**src/rtl/usb_uart_bridge_pkg.sv**
```systemverilog
// Shared definitions for the USB-to-UART bridge: FSM state encodings used by
// both the host-to-serial and serial-to-host paths.
package usb_uart_bridge_pkg;

  localparam int BYTE_W = 8;

  typedef logic [1:0] uart_state_t;

  localparam logic [1:0] ST_IDLE  = 2'd0;
  localparam logic [1:0] ST_START = 2'd1;
  localparam logic [1:0] ST_DATA  = 2'd2;
  localparam logic [1:0] ST_STOP  = 2'd3;

endpackage

```
**src/rtl/usb_uart_bridge_if.sv**
```systemverilog
// Byte-side handshake between the USB serial core (master) and the bridge (slave).
interface usb_uart_bridge_if;
  logic [7:0] usb_rx_data;
  logic       usb_rx_ready;
  logic       usb_rx_strobe;
  logic [7:0] usb_tx_data;
  logic       usb_tx_strobe;
  logic       usb_tx_ready;

  modport master (
    output usb_rx_data, usb_rx_ready, usb_tx_ready,
    input  usb_rx_strobe, usb_tx_data, usb_tx_strobe
  );

  modport slave (
    input  usb_rx_data, usb_rx_ready, usb_tx_ready,
    output usb_rx_strobe, usb_tx_data, usb_tx_strobe
  );
endinterface

```
**src/rtl/usb_uart_fifo.sv**
```systemverilog
// Receive FIFO: power-of-two depth, extra pointer MSB distinguishes full from
// empty, head is read combinationally so a pop can happen in the same cycle.
module usb_uart_fifo #(
  parameter int WIDTH = 8,
  parameter int AW    = 4
) (
  input  logic             clk,
  input  logic             reset,
  input  logic             push,
  input  logic             pop,
  input  logic [WIDTH-1:0] din,
  output logic [WIDTH-1:0] dout,
  output logic             empty,
  output logic             full
);

  logic [WIDTH-1:0] r_mem [2**AW];
  logic [AW:0]      r_wr_ptr;
  logic [AW:0]      r_rd_ptr;
  logic             w_do_push;
  logic             w_do_pop;

  assign empty     = (r_wr_ptr == r_rd_ptr);
  assign full      = (r_wr_ptr[AW] != r_rd_ptr[AW]) &&
                     (r_wr_ptr[AW-1:0] == r_rd_ptr[AW-1:0]);
  // A push while full is dropped even if a pop happens in the same cycle.
  assign w_do_push = push && !full;
  assign w_do_pop  = pop && !empty;
  assign dout      = r_mem[r_rd_ptr[AW-1:0]];

  always_ff @(posedge clk) begin
    if (w_do_push) begin
      r_mem[r_wr_ptr[AW-1:0]] <= din;
    end
  end

  always_ff @(posedge clk) begin
    if (reset) begin
      r_wr_ptr <= '0;
      r_rd_ptr <= '0;
    end else begin
      if (w_do_push) r_wr_ptr <= r_wr_ptr + 1'b1;
      if (w_do_pop)  r_rd_ptr <= r_rd_ptr + 1'b1;
    end
  end

endmodule

```
**src/rtl/usb_uart_bridge.sv**
```systemverilog
// Full-duplex bridge: host bytes are serialised 8N1 on serial_txd, bytes
// received on serial_rxd are buffered in a FIFO and handed to the USB core.
module usb_uart_bridge
  import usb_uart_bridge_pkg::*;
#(
  parameter int CLKS_PER_BIT = 417,
  parameter int FIFO_AW      = 4
) (
  input  logic               clk,
  input  logic               reset,
  usb_uart_bridge_if.slave   usb,
  output logic               serial_txd,
  input  logic               serial_rxd,
  output logic               rx_overrun,
  output logic               rx_frame_err
);

  localparam int             CW        = $clog2(CLKS_PER_BIT + 1);
  localparam logic [CW-1:0]  BIT_LAST  = CW'(CLKS_PER_BIT - 1);
  localparam logic [CW-1:0]  HALF_LAST = CW'(CLKS_PER_BIT / 2 - 1);

  // ---------------- host -> serial ----------------
  uart_state_t       r_tx_state;
  logic [CW-1:0]     r_tx_cnt;
  logic [2:0]        r_tx_bit;
  logic [7:0]        r_tx_shift;
  logic              r_txd;
  logic [1:0]        r_holdoff;
  logic              w_tx_bit_end;
  logic              w_take;

  assign w_tx_bit_end = (r_tx_cnt == BIT_LAST);
  // Taking the next byte on the last stop-bit cycle keeps back-to-back frames gapless.
  assign w_take = !reset && usb.usb_rx_ready && (r_holdoff == 2'd0) &&
                  ((r_tx_state == ST_IDLE) || ((r_tx_state == ST_STOP) && w_tx_bit_end));
  assign usb.usb_rx_strobe = w_take;
  assign serial_txd        = r_txd;

  always_ff @(posedge clk) begin
    if (reset) begin
      r_tx_state <= ST_IDLE;
      r_tx_cnt   <= '0;
      r_tx_bit   <= '0;
      r_tx_shift <= '0;
      r_txd      <= 1'b1;
      r_holdoff  <= '0;
    end else begin
      if (w_take)                 r_holdoff <= 2'd2;
      else if (r_holdoff != 2'd0) r_holdoff <= r_holdoff - 1'b1;

      if (w_take) begin
        r_tx_shift <= usb.usb_rx_data;
        r_tx_state <= ST_START;
        r_tx_cnt   <= '0;
        r_txd      <= 1'b0;
      end else begin
        case (r_tx_state)
          ST_IDLE: begin
            r_txd <= 1'b1;
          end
          ST_START: begin
            if (w_tx_bit_end) begin
              r_tx_cnt   <= '0;
              r_tx_bit   <= '0;
              r_txd      <= r_tx_shift[0];
              r_tx_shift <= r_tx_shift >> 1;
              r_tx_state <= ST_DATA;
            end else begin
              r_tx_cnt <= r_tx_cnt + 1'b1;
            end
          end
          ST_DATA: begin
            if (w_tx_bit_end) begin
              r_tx_cnt <= '0;
              if (r_tx_bit == 3'd7) begin
                r_txd      <= 1'b1;
                r_tx_state <= ST_STOP;
              end else begin
                r_txd      <= r_tx_shift[0];
                r_tx_shift <= r_tx_shift >> 1;
                r_tx_bit   <= r_tx_bit + 1'b1;
              end
            end else begin
              r_tx_cnt <= r_tx_cnt + 1'b1;
            end
          end
          ST_STOP: begin
            if (w_tx_bit_end) begin
              r_tx_cnt   <= '0;
              r_tx_state <= ST_IDLE;
            end else begin
              r_tx_cnt <= r_tx_cnt + 1'b1;
            end
          end
          default: r_tx_state <= ST_IDLE;
        endcase
      end
    end
  end

  // ---------------- serial -> host ----------------
  logic              r_sync1;
  logic              r_sync2;
  uart_state_t       r_rx_state;
  logic [CW-1:0]     r_rx_cnt;
  logic [2:0]        r_rx_bit;
  logic [7:0]        r_rx_shift;
  logic              r_rx_bad;
  logic              r_push;
  logic              r_frame_err;
  logic              w_rxd;
  logic              w_rx_bit_end;
  logic              w_empty;
  logic              w_full;

  assign w_rxd        = r_sync2;
  assign w_rx_bit_end = (r_rx_cnt == BIT_LAST);

  always_ff @(posedge clk) begin
    if (reset) begin
      r_sync1     <= 1'b1;
      r_sync2     <= 1'b1;
      r_rx_state  <= ST_IDLE;
      r_rx_cnt    <= '0;
      r_rx_bit    <= '0;
      r_rx_shift  <= '0;
      r_rx_bad    <= 1'b0;
      r_push      <= 1'b0;
      r_frame_err <= 1'b0;
    end else begin
      r_sync1     <= serial_rxd;
      r_sync2     <= r_sync1;
      r_push      <= 1'b0;
      r_frame_err <= 1'b0;
      case (r_rx_state)
        ST_IDLE: begin
          r_rx_cnt <= '0;
          r_rx_bad <= 1'b0;
          if (!w_rxd) r_rx_state <= ST_START;
        end
        ST_START: begin
          if (r_rx_cnt == HALF_LAST) begin
            r_rx_cnt   <= '0;
            r_rx_bit   <= '0;
            r_rx_state <= w_rxd ? ST_IDLE : ST_DATA;
          end else begin
            r_rx_cnt <= r_rx_cnt + 1'b1;
          end
        end
        ST_DATA: begin
          if (w_rx_bit_end) begin
            r_rx_cnt   <= '0;
            r_rx_shift <= {w_rxd, r_rx_shift[7:1]};
            r_rx_bit   <= r_rx_bit + 1'b1;
            if (r_rx_bit == 3'd7) r_rx_state <= ST_STOP;
          end else begin
            r_rx_cnt <= r_rx_cnt + 1'b1;
          end
        end
        ST_STOP: begin
          // After a bad stop bit, hold here until the line returns high.
          if (r_rx_bad) begin
            if (w_rxd) begin
              r_rx_bad   <= 1'b0;
              r_rx_state <= ST_IDLE;
            end
          end else if (w_rx_bit_end) begin
            r_rx_cnt <= '0;
            if (w_rxd) begin
              r_push     <= 1'b1;
              r_rx_state <= ST_IDLE;
            end else begin
              r_frame_err <= 1'b1;
              r_rx_bad    <= 1'b1;
            end
          end else begin
            r_rx_cnt <= r_rx_cnt + 1'b1;
          end
        end
        default: r_rx_state <= ST_IDLE;
      endcase
    end
  end

  usb_uart_fifo #(
    .WIDTH (BYTE_W),
    .AW    (FIFO_AW)
  ) u_fifo (
    .clk   (clk),
    .reset (reset),
    .push  (r_push),
    .pop   (usb.usb_tx_strobe),
    .din   (r_rx_shift),
    .dout  (usb.usb_tx_data),
    .empty (w_empty),
    .full  (w_full)
  );

  assign usb.usb_tx_strobe = !reset && !w_empty && usb.usb_tx_ready;
  assign rx_overrun        = r_push && w_full;
  assign rx_frame_err      = r_frame_err;

endmodule

```
**src/flat_wrapper.sv**
```systemverilog
// flat-port wrapper written by rule: the top's interface ports become plain ports
module usb_uart_bridge_flat import usb_uart_bridge_pkg::*;
#(
  parameter int CLKS_PER_BIT = 417,
  parameter int FIFO_AW      = 4
)
  (clk, reset, serial_txd, serial_rxd, rx_overrun, rx_frame_err, usb_usb_rx_data, usb_usb_rx_ready, usb_usb_tx_ready, usb_usb_rx_strobe, usb_usb_tx_data, usb_usb_tx_strobe);
  usb_uart_bridge_if usb_i ();
  input  logic clk;
  input  logic reset;
  output logic serial_txd;
  input  logic serial_rxd;
  output logic rx_overrun;
  output logic rx_frame_err;
  input wire logic [$bits(usb_i.usb_rx_data)-1:0] usb_usb_rx_data;
  input wire logic [$bits(usb_i.usb_rx_ready)-1:0] usb_usb_rx_ready;
  input wire logic [$bits(usb_i.usb_tx_ready)-1:0] usb_usb_tx_ready;
  output wire logic [$bits(usb_i.usb_rx_strobe)-1:0] usb_usb_rx_strobe;
  output wire logic [$bits(usb_i.usb_tx_data)-1:0] usb_usb_tx_data;
  output wire logic [$bits(usb_i.usb_tx_strobe)-1:0] usb_usb_tx_strobe;
  assign usb_i.usb_rx_data = usb_usb_rx_data;
  assign usb_i.usb_rx_ready = usb_usb_rx_ready;
  assign usb_i.usb_tx_ready = usb_usb_tx_ready;
  assign usb_usb_rx_strobe = usb_i.usb_rx_strobe;
  assign usb_usb_tx_data = usb_i.usb_tx_data;
  assign usb_usb_tx_strobe = usb_i.usb_tx_strobe;
  usb_uart_bridge #(.CLKS_PER_BIT(CLKS_PER_BIT), .FIFO_AW(FIFO_AW)) u_core (.clk(clk), .reset(reset), .usb(usb_i), .serial_txd(serial_txd), .serial_rxd(serial_rxd), .rx_overrun(rx_overrun), .rx_frame_err(rx_frame_err));
endmodule
```
**config.mk**
```make
export PLATFORM = sky130hd
export DESIGN_NAME = usb_uart_bridge_flat
export DESIGN_NICKNAME = d
export VERILOG_FILES = /design/src/rtl/usb_uart_bridge_pkg.sv /design/src/rtl/usb_uart_bridge_if.sv /design/src/rtl/usb_uart_fifo.sv /design/src/rtl/usb_uart_bridge.sv /design/src/flat_wrapper.sv
export SDC_FILE = /design/constraint.sdc
export NUM_CORES = 1
export LEC_CHECK = 0
export BUFFER_PORTS_ARGS = -buffer_cell sky130_fd_sc_hd__buf_2
export CAP_MARGIN = 30
export CELL_PAD_IN_SITES_DETAIL_PLACEMENT = 1
export CELL_PAD_IN_SITES_GLOBAL_PLACEMENT = 1
export CORE_ASPECT_RATIO = 1.4
export CORE_UTILIZATION = 52
export CTS_CLUSTER_DIAMETER = 120
export DETAILED_ROUTE_END_ITERATION = 8
export PLACE_DENSITY = 0.88
export SLEW_MARGIN = 20
export SYNTH_ARGS = -nofsm -noshare
export SYNTH_HDL_FRONTEND = slang
export SYNTH_SLANG_ARGS = --single-unit
```
**constraint.sdc**
```tcl
create_clock -name clk -period 2.25 [get_ports clk]
set_clock_uncertainty 0.1 [all_clocks]
set_input_delay 0.225 -clock clk [delete_from_list [all_inputs] [get_ports clk]]
set_output_delay 0.225 -clock clk [all_outputs]
set_load 0.1 [all_outputs]
```
==> results.yml <==
critical_path:
  crit_chain: "clkbuf_16 > mux4_2 > mux4_2 > buf_6"
  endpoint_kind: "output port"
  cp.required_ns: 1.92
  path_max_fanout: 6
  cp_slowest_cell: "mux4_2"
  r2r-start: "u_core.r_tx_cnt[0]"
  cpPeakStageDelay_ns: 0.53
  crit_top_cell: "mux4_2"
  start_kind: "flop"
  arrival_ns: 2.29
  critical_path_class: "reg2out"
flow_run:
  maxCapViolCount: 0
worst_hold_path:
  hold_path_class: "in2reg"
  min-delay-start: "usb_usb_rx_data[4]"
synth:
  async_flop_share: 0
  mappedNetlistNets: 625
  yosysWarnings: 0
  yosys.area.top_type: "edfxtp_1"
  ys.flop_type: "edfxtp_1"
  syn-instance-count: 589
  synth_area_leaders: "edfxtp_1, dfxtp_1, mux4_2"
  netlist.area_leader.share: 0.454
  synth_area_per_cell_um2: 14.4
  synth_area_mm2: 0.00847
  yosysUniqueCellTypes: 61
  synth_edf_count: 128
  ys_seq_area_frac: 0.610
  ys_ff_latch: 194
sta:
  whs_ns: 0.0114
  setup_viol: 9
  rsz0062_at_grt: "true"
  setup_ws_ns: -0.367
  slew_viol_final: 0
  fmax_mhz: 382
  slew_headroom: 0.546
  period_needed_ns: 2.62
  hold_viol: 0
  post-route-period-util: 1.16
  worst_slew_pin_slew_ns: 0.680
floorplanning:
  ios: 26
  die_h_um: 153
  start_util: 0.538
  core_area_mm2: 0.0157
  fp.dieArea_mm2: 0.0168
  fp.dieW_um: 110
  num_rows: 54
grt:
  grt_start_max_net_pins: 57
  grt_pass1_wl_mm: 30.8
  grt-ovfl-total: 0
  grt_pass1_vias: 5737
  grt_util_all_layers: 0.251
  grt_antenna_before_repair: 0
clock_network:
  cts_buffer_depth: 2
  numCtsBuffers: 17
  cts.clk_slew.worst_paths_ns: 0.07
  ctsHtreeMaxLevel: 4
  clk_latency_ns: 0.44
  cts_tree: "done"
  root_buffer: "clkbuf_16"
  clock-sinks: 194
routing:
  wl_per_cell_um: 22.9
  wl_met2_mm: 11.4
  viasPerCell: 6.09
  dr.pass1.iters: 4
  drc: 0
  routed.top_layer: "met4"
  drtIter0Drc: 224
  met1_length_mm: 7.16
  ant_nets: 0
  wl_mm: 19.8
  dr_wl_met3_um: 620
  vias: 5260
cells_and_area:
  area_growth_syn_to_layout_pct: 18.5
  final_cell_mix: "edfxtp_1, dfxtp_1, mux4_2"
  seq_area_mm2: 0.00519
  layout_commonest_cell: "edfxtp_1"
  finish.utilization: 0.638
  final_nets: 691
  multiInputGateArea_mm2: 0.00314
  drive_above_1_share: 0.268
  fillers: 1447
  diodes: 0
pwr:
  total_power_mw: 7.01
  powerDensity_mw_per_mm2: 698
  p_leak_nw: 3.45
  ir_drop_mv: 0.569
run_status:
  status: "complete, but fails checks"
  violations: "negative setup slack"
placed_design:
  pre_cts_slack_ns: -0.0312
  port_buffers: 25
  hpwlAfterDp_mm: 13.1
  place.gp.congestion: 0.846
report_power, final:
part           switching [mW]  total, mW  internal, mW
combinational           0.268      0.404         0.137
sequential             0.0303       3.81          3.78
clock                    1.35       2.79          1.44
total                    1.65       7.01          5.36
registers in the layout, summed over array words and instances, names as in the netlist, 2 cells and up, named ones only:
register                count
u_core.r_rx_bit             3
u_core.r_tx_shift           8
u_core.u_fifo.r_rd_ptr      5
u_core.r_rx_cnt             9
u_core.r_tx_state           2
u_core.r_tx_bit             3
u_core.r_tx_cnt             9
u_core.r_holdoff            2
u_core.u_fifo.r_wr_ptr      5
u_core.r_rx_shift           8
u_core.u_fifo.r_mem       128
layer usage:
metal,GRT usage,vias up
met5,0,-
met4,0.131,0
met3,0.0512,36
met2,0.460,119
met1,0.260,2684
li1,-,2421
area by class of cell:
cell class	count	share of cell area
sequential	194	0.517
multi-input combinational	351	0.313
timing repair buffer	71	0.0835
clock buffer	17	0.0424
tap	196	0.0244
clock inverter	15	0.0121
inverter	20	0.00785
worst max-delay path, delay by kind of cell, from the launching register on:
kind / cells / cell delay (ns)
buf+inv: 2 / 0.39
flops: 1 / 0.44
mux: 2 / 1.02
per-stage QoR:
stage          instances  TNS, ns  cell area (µm²)
2_1_floorplan        589        0             8480
3_3_place_gp         816        0             9210
3_5_place_dp         816  -0.0868             9210
4_1_cts              862    -3.01             9990
5_1_grt              864    -3.41            10000
6_report             864    -2.79            10000
worst paths after layout:
path | slack (ns) | endpoint | cells after the start
hold reg to reg | 0.33 | u_core.r_sync2 | 1
setup / recovery | -0.37 | usb_usb_tx_data[6] | 4
hold / removal | 0.01 | u_core.r_tx_shift[4] | 3
setup reg to reg | 0.17 | u_core.r_tx_bit[2] | 7
synthesized netlist by cell type (3+ instances only):
cell type  number
inv_1          20
o211ai_1        4
xnor2_1         6
a311oi_1        7
mux2i_1        12
buf_4           4
xor2_1         11
edfxtp_1      128
buf_2           3
mux4_2         40
buf_1           8
nor2_1         32
clkbuf_1        7
and2_1          7
and3_1         20
nand3_1        20
a31oi_1         5
o22ai_1         4
mux2_2          8
o21ai_0        14
dfxtp_1        66
a211oi_1        7
a21oi_1        25
nand4_1        10
o2111ai_1       3
nor2b_1         9
or2_2           4
ha_1           23
and4b_1         3
nor3_1          3
nand2b_1        5
o31ai_1         5
nand2_1        25
cells by family (layout without fill, tap and decap cells):
logic type               Yosys count  in the layout  share of synthesized area
XOR/XNOR                          17             17                     0.0176
multiplexers                      60             60                      0.131
AO/OA/AOI/OAI                     89             89                     0.0710
flip-flops                       194            194                      0.610
buffers and inverters             44            123                     0.0227
adder cells (fa/ha/maj)           23             23                     0.0340
AND/OR/NAND/NOR                  162            162                      0.114
timing repair:
action                                  in CTS  in global routing
endpoints found under the hold margin        6                  0
hold buffers                                 6                  0
gates resized for setup                     36                  5
endpoints found under the setup margin      10                 11
pin swaps                                    3                  4
gates cloned                                 1                  1
setup buffers                                7                  1
Power figures use the tool's default switching activity.
